$ cat config.mk
export PLATFORM = sky130hd
export DESIGN_NAME = gray_counter_ud
export DESIGN_NICKNAME = d
export VERILOG_FILES = /design/src/rtl/gray_pkg.sv /design/src/rtl/gray_counter_ud_if.sv /design/src/rtl/gray_encode_reg.sv /design/src/rtl/gray_counter_ud.sv
export SDC_FILE = /design/constraint.sdc
export NUM_CORES = 1
export LEC_CHECK = 0
export BUFFER_PORTS_ARGS = -buffer_cell sky130_fd_sc_hd__buf_2
export CELL_PAD_IN_SITES_DETAIL_PLACEMENT = 1
export CELL_PAD_IN_SITES_GLOBAL_PLACEMENT = 1
export CORE_MARGIN = 2
export CORE_UTILIZATION = 36
export DETAILED_ROUTE_END_ITERATION = 10
export PLACE_DENSITY_LB_ADDON = 0.3
export SETUP_SLACK_MARGIN = 0.3
export SYNTH_ARGS = -nofsm -noshare
export SYNTH_HDL_FRONTEND = slang
export SYNTH_SLANG_ARGS = --single-unit
$ cat constraint.sdc
create_clock -name Clk -period 5.71 [get_ports Clk]
set_input_delay 0 -clock Clk [delete_from_list [all_inputs] [get_ports Clk]]
set_output_delay 0 -clock Clk [all_outputs]
set_load 0.005 [all_outputs]
$ cat src/rtl/gray_pkg.sv
// Shared Gray-code helpers and the per-cycle action encoding for the up/down Gray counter.
// Conversions operate on 32-bit words; callers cast to their own width.
package gray_pkg;

  localparam int unsigned GRAY_MAX_W = 32;

  typedef enum logic [1:0] {
    ACT_HOLD  = 2'd0,
    ACT_STEP  = 2'd1,
    ACT_LOAD  = 2'd2,
    ACT_CLEAR = 2'd3
  } gray_act_e;

  function automatic logic [GRAY_MAX_W-1:0] bin2gray(input logic [GRAY_MAX_W-1:0] b);
    return b ^ (b >> 1);
  endfunction

  // Each binary bit is the XOR of all Gray bits at or above it.
  function automatic logic [GRAY_MAX_W-1:0] gray2bin(input logic [GRAY_MAX_W-1:0] g);
    logic [GRAY_MAX_W-1:0] b;
    b[GRAY_MAX_W-1] = g[GRAY_MAX_W-1];
    for (int i = GRAY_MAX_W - 2; i >= 0; i--) begin
      b[i] = b[i+1] ^ g[i];
    end
    return b;
  endfunction

endpackage

$ cat src/rtl/gray_counter_ud_if.sv
// Control/status bundle between the counter shell and its register core.
// master drives the controls and observes the counts; slave is the register core.
interface gray_counter_ud_if #(
  parameter int unsigned W = 4
);
  logic         clear_i;
  logic         load_i;
  logic         enable_i;
  logic         up_i;
  logic [W-1:0] load_value_i;
  logic [W-1:0] bin_o;
  logic [W-1:0] gray_o;
  logic         wrap_o;
  logic         zero_o;

  modport master (
    output clear_i, load_i, enable_i, up_i, load_value_i,
    input  bin_o, gray_o, wrap_o, zero_o
  );

  modport slave (
    input  clear_i, load_i, enable_i, up_i, load_value_i,
    output bin_o, gray_o, wrap_o, zero_o
  );
endinterface

$ cat src/rtl/gray_encode_reg.sv
// Next-state selection, Gray encoding and output registers for gray_counter_ud.
// Define GRAY_COUNTER_UD_SATURATE_EN to saturate at the ends instead of wrapping.
module gray_encode_reg
  import gray_pkg::*;
#(
  parameter int unsigned W           = 4,
  parameter int unsigned RESET_VALUE = 0
) (
  input  logic             clk,
  input  logic             rst_n,
  gray_counter_ud_if.slave bus
);

  localparam logic [W-1:0] RST_BIN  = W'(RESET_VALUE);
  localparam logic [W-1:0] RST_GRAY = W'(bin2gray(GRAY_MAX_W'(RST_BIN)));
  localparam logic [W-1:0] ONE      = W'(1);

  gray_act_e    act;
  logic         at_limit;
  logic [W-1:0] bin_q,  bin_d;
  logic [W-1:0] gray_q, gray_d;
  logic         wrap_q, wrap_d;
  logic         zero_q, zero_d;

  always_comb begin
    if (bus.clear_i)       act = ACT_CLEAR;
    else if (bus.load_i)   act = ACT_LOAD;
    else if (bus.enable_i) act = ACT_STEP;
    else                   act = ACT_HOLD;
  end

  assign at_limit = bus.up_i ? (bin_q == '1) : (bin_q == '0);

  // Gray and zero flag derive from bin_d so all outputs update on the same edge.
  always_comb begin
    bin_d  = bin_q;
    wrap_d = 1'b0;
    case (act)
      ACT_CLEAR: bin_d = RST_BIN;
      ACT_LOAD:  bin_d = bus.load_value_i;
      ACT_STEP: begin
        wrap_d = at_limit;
`ifdef GRAY_COUNTER_UD_SATURATE_EN
        if (!at_limit) begin
          bin_d = bus.up_i ? (bin_q + ONE) : (bin_q - ONE);
        end
`else
        bin_d = bus.up_i ? (bin_q + ONE) : (bin_q - ONE);
`endif
      end
      default:   bin_d = bin_q;
    endcase
    gray_d = W'(bin2gray(GRAY_MAX_W'(bin_d)));
    zero_d = (bin_d == '0);
  end

  always_ff @(posedge clk or negedge rst_n) begin
    if (!rst_n) begin
      bin_q  <= RST_BIN;
      gray_q <= RST_GRAY;
      wrap_q <= 1'b0;
      zero_q <= (RST_BIN == '0);
    end else begin
      bin_q  <= bin_d;
      gray_q <= gray_d;
      wrap_q <= wrap_d;
      zero_q <= zero_d;
    end
  end

  assign bus.bin_o  = bin_q;
  assign bus.gray_o = gray_q;
  assign bus.wrap_o = wrap_q;
  assign bus.zero_o = zero_q;

endmodule

$ cat src/rtl/gray_counter_ud.sv
// Up/down counter with registered binary and Gray outputs, wrap pulse and zero flag.
// Optional GRAY_COUNTER_UD_SATURATE_EN (see gray_encode_reg) selects saturating ends.
module gray_counter_ud #(
  parameter int unsigned COUNTER_WIDTH = 4,
  parameter int unsigned RESET_VALUE   = 0
) (
  input  logic                     Clk,
  input  logic                     Reset_n_in,
  input  logic                     Clear_in,
  input  logic                     Enable_in,
  input  logic                     Up_in,
  input  logic                     Load_in,
  input  logic [COUNTER_WIDTH-1:0] LoadValue_in,
  output logic [COUNTER_WIDTH-1:0] GrayCount_out,
  output logic [COUNTER_WIDTH-1:0] BinaryCount_out,
  output logic                     Wrap_out,
  output logic                     Zero_out
);

  gray_counter_ud_if #(.W(COUNTER_WIDTH)) bus_if ();

  assign bus_if.clear_i      = Clear_in;
  assign bus_if.load_i       = Load_in;
  assign bus_if.enable_i     = Enable_in;
  assign bus_if.up_i         = Up_in;
  assign bus_if.load_value_i = LoadValue_in;

  gray_encode_reg #(
    .W           (COUNTER_WIDTH),
    .RESET_VALUE (RESET_VALUE)
  ) u_core (
    .clk   (Clk),
    .rst_n (Reset_n_in),
    .bus   (bus_if.slave)
  );

  assign GrayCount_out   = bus_if.gray_o;
  assign BinaryCount_out = bus_if.bin_o;
  assign Wrap_out        = bus_if.wrap_o;
  assign Zero_out        = bus_if.zero_o;

endmodule

==> qor.txt, run 1 <==
num rows: 13
nets@finish: 93
RSZ-0062 raised after global routing: no
Cells after Synth: 54
Crit Path Class: reg2reg
clock buffer count from CTS: 3
top-count cell post-synth: inv_1
max_cap viols: 0
P_leak: 0.371 nW
CP startpoint kind: register
CTS tree: yes
Worst path slowest cell: dfrtp_1
final WL: 1.30 mm
1st-iter DRT viols: 10
vias post-DR: 479
minimum clock period: 2.01 ns
Critical Path AT: 2.17 ns
initial core utilization: 39.9%
post-synth top area share: 37.2%
worst min-delay path startpoint: LoadValue_in[2]
Post-DP HPWL: 1.05 mm
grt total ovfl: 0
Wirelength per Cell: 14.1 µm
synthesized area per cell: 9.96 µm²
core area: 1350 µm²
quantity of I/O buffers inserted on ports: 19
clock root buffer: clkbuf_4
Fmax: 497 MHz
most frequent CP cell: inv_1
Yosys warning total: 0
number of synthesized flops with an enable pin: 0
Cell Count Post-Placement: 86
Seq/Total Area, Yosys: 42.1%
Synth area leader: dfrtp_1
post-synthesis cell type count: 26
worst-path cell chain: inv_1 -> fa_1 -> xnor2_1 -> nand2_1 -> a221oi_2 -> inv_1 -> ha_1
CP peak stage delay: 0.42 ns
Top delay family on crit path: adder cells
Worst Reg-to-Reg Cells: 7
largest net degree at the start of global routing: 11
layout cells sized above 1: 32.5%
post-route ant nets: 0
Hold Path Depth: 3
Initial DRT Pass Iterations: 3
# diodes: 0
die area: 1820 µm²
critical path data required time: 5.86 ns
top cells by area, synth: dfrtp_1, ha_1, inv_1
HP Class: in2reg
Clock Sinks: 9
slew margin rel.: 80.0%
hold slack: 0.0343 ns
post-DR vias/cell: 5.21
crit share post-route: 35.3%
area delta synth->final: 26.3%
Seq cells post-synth: 9
initial antenna violation count: 0
Reg2Reg Capture Point: u_core.bus.gray_o[2]$_DFF_PN0_
Setup Skew: 0.00117 ns
final-report max-slew violation count: 0
vias in the first global route: 521
overall global routing resource usage: 17.0%
DR DRC count: 0
worst r2r src: u_core.bus.bin_o[0]$_DFF_PN0_
synthesized cell area: 538 µm²
Main synth FF type: dfrtp_1
most instantiated cells after synthesis: inv_1, dfrtp_1, ha_1
Critical Path Source: u_core.bus.bin_o[0]$_DFF_PN0_
Crit path buffers/inverters: 2
VDD IR max: 124 µV
R2R Setup Slk: 3.70 ns
Ports: 20
pin slew with the least headroom to its limit: 0.300 ns
Worst-path clk slew: 0.07 ns
outcome: completed
Non-Filler Instances: 92
PD cells: 247 nW/µm²
final hold vios: 0
Setup Total Neg Slack: 0 ns
Clock Latency Late Sink: 0.26 ns
final setup fails: 0
Die X: 42.7 µm
CTS Buffer Depth: 2
fin util: 50.3%
H-tree levels: 1
Final GP Congestion: 0.738
Die Ht: 42.7 µm
crit end category: register
global-route wire length before repair: 2.26 mm
Critical Path Fanout Max: 5
Post-Syn Nets: 69
asr flop ratio synth: 100%
hold path endpoint: u_core.bus.bin_o[2]$_DFF_PN0_
-- cell type report --
cell class,instances,area (µm²)
Fill cell,166,671
Timing Repair Buffer,21,115
Clock buffer,4,26.3
Multi-Input combinational cell,33,255
Sequential cell,9,226
Tap cell,15,18.8
Inverter,10,37.5
-- worst register-to-register path, stage by stage (launching register included) --
cell,delay (ns)
dfrtp_1,0.42
inv_1,0.10
fa_1,0.41
xnor2_1,0.19
nand2_1,0.10
a221oi_2,0.32
inv_1,0.08
ha_1,0.29
-- placed cells by master, fill, tap and decap left out --
cell,n
a211o_1,2
a211oi_1,1
a21o_1,1
a21oi_1,3
a221oi_2,1
a31oi_1,1
and2_1,1
and3_1,1
and4_4,1
buf_2,19
clkbuf_1,1
clkbuf_4,3
dfrtp_1,8
dfstp_2,1
dlygate4sd3_1,2
fa_1,1
ha_1,4
inv_1,10
nand2_1,2
nand3_1,2
nor2_1,3
nor2b_1,1
nor3_1,1
nor4_1,1
o21ai_0,1
or4_1,2
xnor2_1,2
xor2_1,1
-- cells by family after synthesis --
logic type	share of synthesized area (%)
buf+inv	10.5
flops	42.1
simple gates	15.8
compound gates	13.7
xor+xnor	4.88
fa+ha+maj	13.0
-- timing repair --
action / CTS / global route
buffers inserted: 0 / 0
endpoints found under the hold margin: 11 / 0
hold buffers: 2 / 0
gates resized for setup: 0 / 0
-- power by group --
part | switching, mW | internal, mW
Clock | 0.0249 | 0.0270
Sequential | 0.00421 | 0.0713
Combinational | 0.0210 | 0.0197
Total | 0.0501 | 0.118
-- sequential cells by signal (all words and copies together), names as in the netlist --
name,flops
u_core.bus.bin_o,4
u_core.bus.gray_o,3
u_core.bus.zero_o,1
u_core.bus.wrap_o,1
-- layer usage --
metal / share of wire (%) / global-route usage, % / vias up
met5: 0 / 0 / -
met4: 0 / 11.3 / 0
met3: 4.8 / 1.28 / 0
met2: 54 / 29.7 / 14
met1: 41 / 19.4 / 235
li1: - / - / 230
-- per-stage QoR --
stage	worst slack, ns	total power [mW]	area, µm²
6_report	3.70	0.168	679
5_1_grt	3.55	0.179	679
4_1_cts	3.66	0.170	679
3_5_place_dp	3.67	0.117	633
3_3_place_gp	3.73	0.115	633
2_1_floorplan	3.84	0.0994	538
-- worst max path at each step --
| stage | endpoint | cells past startpoint |
|---|---|---|
| floorplan | u_core.bus.gray_o[2]$_DFF_PN0_ | 6 |
| global placement | u_core.bus.gray_o[2]$_DFF_PN0_ | 6 |
| detailed placement | u_core.bus.gray_o[2]$_DFF_PN0_ | 7 |
| CTS | u_core.bus.gray_o[2]$_DFF_PN0_ | 7 |
| global route | u_core.bus.zero_o$_DFF_PN1_ | 8 |
| finish | u_core.bus.gray_o[2]$_DFF_PN0_ | 7 |
No activity file was read; power rests on OpenSTA's default activity.
==> run 2, diff against run 1 <==
CORE_UTILIZATION = 30   (was 36)
clock period = 1.7 ns   (was 5.71 ns; I/O delays follow)
==> run 2 against run 1 <==
  * The flow now finishes with violations (setup timing)
  * Routed wire length increased by 12%
  * First-iteration DRC count decreased by 40%
  * Clock power increased to 3.3 times the previous value
  * Die area increased by 18%
  * Global-route usage decreased by 0.82 points
  * Fmax increased by 12%
  * Count of clock-buffer cells in the layout unchanged
==> qor.txt, run 2 (synthesis results as in run 1) <==
clock share of power: 26.7% (-4.2 points)
final WL: 1.45 mm (+12%)
final hold vios: 0 (unchanged)
Cell Int Power: 0.450 mW (+280%)
Fmax: 556 MHz (+12%)
Logic pwr share: 33.6% (+9.4 points)
RSZ-0062 raised after global routing: yes
area delta synth->final: 61.4%
overall global routing resource usage: 16.2% (-0.82 points)
pin slew with the least headroom to its limit: 0.278 ns (-0.0218 ns)
outcome: complete, but fails checks
final-report max-slew violation count: 0 (unchanged)
Clock Latency Late Sink: 0.26 ns (about the same)
initial core utilization: 31.5% (-8.3 points)
most common cell after layout, fill and taps aside: buf_2
Post-DP HPWL: 1.07 mm (+1.4%)
post-route ant nets: 0 (unchanged)
clock root buffer: clkbuf_4
minimum clock period: 1.80 ns (-0.214 ns)
P_leak: 0.455 nW (+23%)
VDD IR max: 395 µV (+220%)
failing checks: setup timing
nets@finish: 107 (+15%)
CP peak stage delay: 0.42 ns (about the same)
fin worst setup slack: -0.0992 ns (-3.80 ns)
H-tree levels: 1 (unchanged)
global-route wire length before repair: 2.33 mm (+3.0%)
Die X: 46.4 µm (+8.6%)
Setup Skew: 0.00168 ns (+0.000509 ns)
clock buffer count from CTS: 3 (unchanged)
Fill cells: 208 (+25%)
max_cap viols: 0 (unchanged)
vias post-DR: 518 (+8.1%)
crit share post-route: 106% (+71 points)
CP startpoint kind: register
Wirelength per Cell: 12.5 µm (-11%)
Critical Path Fanout Max: 3 (-2)
Crit Path Class: reg2reg
die area: 2150 µm² (+18%)
largest net degree at the start of global routing: 11 (unchanged)
post-DR vias/cell: 4.47 (-14%)
Ports: 20 (unchanged)
Reg power frac: 39.7% (-5.2 points)
Crit path buffers/inverters: 0 (-2)
Final Power: 0.633 mW (+280%)
sw frac: 29.0% (-0.82 points)
Top delay family on crit path: simple AND/OR/NAND/NOR gates
Die Ht: 46.4 µm (+8.6%)
DR DRC count: 0 (unchanged)
layout cells sized above 1: 56.0% (+24 points)
vias in the first global route: 516 (-0.96%)
fin util: 50.8% (+0.52 points)
Final GP Congestion: 0.726 (-1.6%)
HP Class: in2reg
worst-path cell chain: ha_4 -> nand3_2 -> and4_4 -> or4_4 -> nand3_2 -> ha_4
most frequent cells in the layout: buf_2, buf_4, dfrtp_1
quantity of I/O buffers inserted on ports: 19 (unchanged)
# diodes: 0 (unchanged)
grt total ovfl: 0 (unchanged)
crit end category: register
Psw: 0.183 mW (+270%)
PD cells: 729 nW/µm² (+190%)
Setup Total Neg Slack: -0.269 ns (-0.269 ns)
CTS tree: yes
slew margin rel.: 81.3% (+1.3 points)
CTS Buffer Depth: 2 (unchanged)
1st-iter DRT viols: 6 (-4)
hold slack: 0.0702 ns (+0.0359 ns)
Worst path slowest cell: or4_4
final setup fails: 5 (+5)
num rows: 15 (+2)
Critical Path AT: 1.96 ns (-0.21 ns)
critical path data required time: 1.86 ns (-4.00 ns)
max reg flops: 4 (unchanged)
core area: 1710 µm² (+27%)
Worst-path clk slew: 0.06 ns (about the same)
initial antenna violation count: 0 (unchanged)
Initial DRT Pass Iterations: 2 (-1)
Clock Sinks: 9 (unchanged)
[run 2: final timing paths]
kind,start,endpoint,slack [ns],cells past startpoint
max,u_core.bus.bin_o[2]$_DFF_PN0_,u_core.bus.gray_o[2]$_DFF_PN0_,-0.1,6
min,Load_in,u_core.bus.wrap_o$_DFF_PN0_,0.07,2
max reg2reg,u_core.bus.bin_o[2]$_DFF_PN0_,u_core.bus.gray_o[2]$_DFF_PN0_,-0.1,6
min reg2reg,u_core.bus.bin_o[3]$_DFF_PN0_,u_core.bus.wrap_o$_DFF_PN0_,0.71,3
max in group asynchronous,Reset_n_in,u_core.bus.zero_o$_DFF_PN1_,1.34,2
min in group asynchronous,Reset_n_in,u_core.bus.bin_o[3]$_DFF_PN0_,0.12,2
[run 2: power groups by stage]
stage	sequential [mW]	combinational, mW	clock, mW
6_report	0.251	0.213	0.169
5_1_grt	0.254	0.237	0.198
4_1_cts	0.252	0.211	0.174
3_5_place_dp	0.255	0.172	0
3_3_place_gp	0.255	0.169	0
2_1_floorplan	0.261	0.0833	0
[run 2: through the flow]
stage                     area [µm²]  cells  worst slack, ns
after floorplan                  562     54           -0.100
after global placement           737    105           -0.133
after detailed placement         737    105           -0.149
after CTS                        861    115           -0.104
after global routing             868    116           -0.164
final                            868    116          -0.0992
[run 2: metal layers]
layer,vias to the layer above,track usage (%),wire [µm]
li1,258,-,-
met1,244,17.9,579
met2,14,28.9,784
met3,2,6.27,80
met4,0,3.43,8
met5,-,0,0
[run 2: timing repair]
action | CTS | global route
endpoints found under the hold margin | 10 | 0
gates resized for setup | 11 | 1
setup buffers | 4 | 1
pin swaps | 5 | 0
endpoints found under the setup margin | 8 | 8
hold buffers | 2 | 0
[run 2: layout make-up]
type | instances | area, µm² | area share [%]
Clock buffer | 4 | 26.3 | 3.03
Inverter | 10 | 37.5 | 4.32
Multi-Input combinational cell | 33 | 315 | 36.3
Sequential cell | 9 | 226 | 26.1
Tap cell | 25 | 31.3 | 3.60
Timing Repair Buffer | 35 | 231 | 26.7
==> run 3, diff against run 2 <==
SKIP_CTS_REPAIR_TIMING = 1   (was not set)
==> run 3 against run 2 <==
  * The run ends with hold timing, setup timing left
  * Count of clock-buffer cells in the layout unchanged
  * Highest routed layer unchanged
  * Global-route usage down 1.4 points
  * Clock skew grew 0.0026 ns
  * Critical endpoint unchanged
  * Routed wire length decreased by 4.1%
==> qor.txt, run 3 (synthesis results as in run 1) <==
Setup Skew: 0.00427 ns (+0.00259 ns)
max_cap viols: 0 (unchanged)
Post-DP HPWL: 1.07 mm (unchanged)
final hold vios: 1 (+1)
Final GP Congestion: 0.726 (unchanged)
Setup Total Neg Slack: -0.495 ns (-0.227 ns)
fin util: 50.3% (-0.51 points)
vias post-DR: 504 (-2.7%)
post-route ant nets: 0 (unchanged)
final WL: 1.39 mm (-4.1%)
failing checks: hold timing, setup timing
VDD IR max: 405 µV (+2.6%)
HP Class: in2reg
Fmax: 537 MHz (-3.3%)
area delta synth->final: 59.8%
1st-iter DRT viols: 8 (+2)
hold slack: -0.000735 ns (-0.0709 ns)
largest net degree at the start of global routing: 11 (unchanged)
nets@finish: 103 (-3.7%)
final setup fails: 5 (unchanged)
Ports: 20 (unchanged)
Critical Path Fanout Max: 3 (unchanged)
Worst path slowest cell: or4_4
layout cells sized above 1: 56.3% (+0.28 points)
global-route wire length before repair: 2.15 mm (-7.7%)
Critical Path AT: 2.02 ns (+0.06 ns)
crit end category: register
Final Power: 0.630 mW (-0.45%)
fin worst setup slack: -0.161 ns (-0.0614 ns)
CP peak stage delay: 0.50 ns (+0.08 ns)
critical path data required time: 1.86 ns (about the same)
most common cell after layout, fill and taps aside: buf_2
Wirelength per Cell: 12.4 µm (-0.71%)
CTS tree: yes
Crit Path Class: reg2reg
vias in the first global route: 463 (-10%)
# diodes: 0 (unchanged)
DR DRC count: 0 (unchanged)
H-tree levels: 1 (unchanged)
crit share post-route: 109% (+3.6 points)
final-report max-slew violation count: 0 (unchanged)
P_leak: 0.437 nW (-4.0%)
PD cells: 733 nW/µm² (+0.56%)
RSZ-0062 raised after global routing: yes
core area: 1710 µm² (unchanged)
most frequent cells in the layout: buf_2, buf_4, dfrtp_1
minimum clock period: 1.86 ns (+0.0614 ns)
clock root buffer: clkbuf_4
Die X: 46.4 µm (unchanged)
die area: 2150 µm² (unchanged)
slew margin rel.: 80.3% (-1.0 points)
Worst-path clk slew: 0.06 ns (about the same)
outcome: complete, but fails checks
max reg flops: 4 (unchanged)
pin slew with the least headroom to its limit: 0.296 ns (+0.0179 ns)
worst-path cell chain: ha_4 -> nand3_4 -> and4_4 -> or4_4 -> nand3_4 -> ha_4
initial antenna violation count: 0 (unchanged)
CTS Buffer Depth: 2 (unchanged)
post-DR vias/cell: 4.50 (+0.77%)
clock buffer count from CTS: 3 (unchanged)
Die Ht: 46.4 µm (unchanged)
initial core utilization: 31.5% (unchanged)
num rows: 15 (unchanged)
CP startpoint kind: register
Clock Sinks: 9 (unchanged)
Initial DRT Pass Iterations: 2 (unchanged)
grt total ovfl: 0 (unchanged)
Clock Latency Late Sink: 0.26 ns (about the same)
overall global routing resource usage: 14.8% (-1.4 points)
quantity of I/O buffers inserted on ports: 19 (unchanged)
run 3: changes by cell type in the layout (fill, tap and decap cells not counted):
cell / before / now
buf_4: 11 / 9
nand3_2: 2 / 0
nand3_4: 0 / 2
buf_6: 3 / 2
dlygate4sd3_1: 2 / 1
ha_1: 2 / 1
ha_4: 2 / 3
run 3: metal layers:
layer  up-vias  wire length, µm  track usage (%)
met4         0                8             3.43
met5         -                0                0
li1        249                -                -
met2        14              727             24.4
met1       239              576             17.6
met3         2               81             6.27
run 3: cell type report:
class	instances	area, µm²
multi-input cells	33	343
flip-flops and latches	9	226
repair buffers	31	195
clock buffers	4	26.3
well taps	25	31.3
inverters	10	37.5
fillers	198	848
run 3: final timing paths:
path                                                    start                        endpoint  slack, ns  depth (start not counted)
worst max-delay path            u_core.bus.bin_o[2]$_DFF_PN0_  u_core.bus.gray_o[2]$_DFF_PN0_      -0.16                          6
worst min-delay path                                 Clear_in     u_core.bus.wrap_o$_DFF_PN0_    -0.0007                          2
min in group asynchronous                          Reset_n_in     u_core.bus.wrap_o$_DFF_PN0_       0.12                          2
max in group asynchronous                          Reset_n_in     u_core.bus.zero_o$_DFF_PN1_       1.34                          2
worst max register to register  u_core.bus.bin_o[2]$_DFF_PN0_  u_core.bus.gray_o[2]$_DFF_PN0_      -0.16                          6
worst min register to register  u_core.bus.bin_o[3]$_DFF_PN0_     u_core.bus.wrap_o$_DFF_PN0_       0.72                          2
run 3: per-stage QoR:
stage	std cells	instance area [µm²]	hold slack, ns	setup slack [ns]
after detailed placement	105	737	-0.138	-0.149
after floorplan	54	562	-0.296	-0.100
after global placement	105	737	-0.140	-0.133
after CTS	109	763	-0.424	-0.153
after global routing	112	860	-0.000440	-0.203
final	112	860	-0.000735	-0.161
run 3: worst max-delay path, delay by kind of cell (launching register included):
family / cells / cell delay, ns
fa+ha+maj: 2 / 0.50
flops: 1 / 0.43
simple gates: 4 / 0.82
run 3: power by group:
group	switching, mW	internal [mW]
clock network	0.0769	0.0906
registers	0.0135	0.240
logic	0.0949	0.115
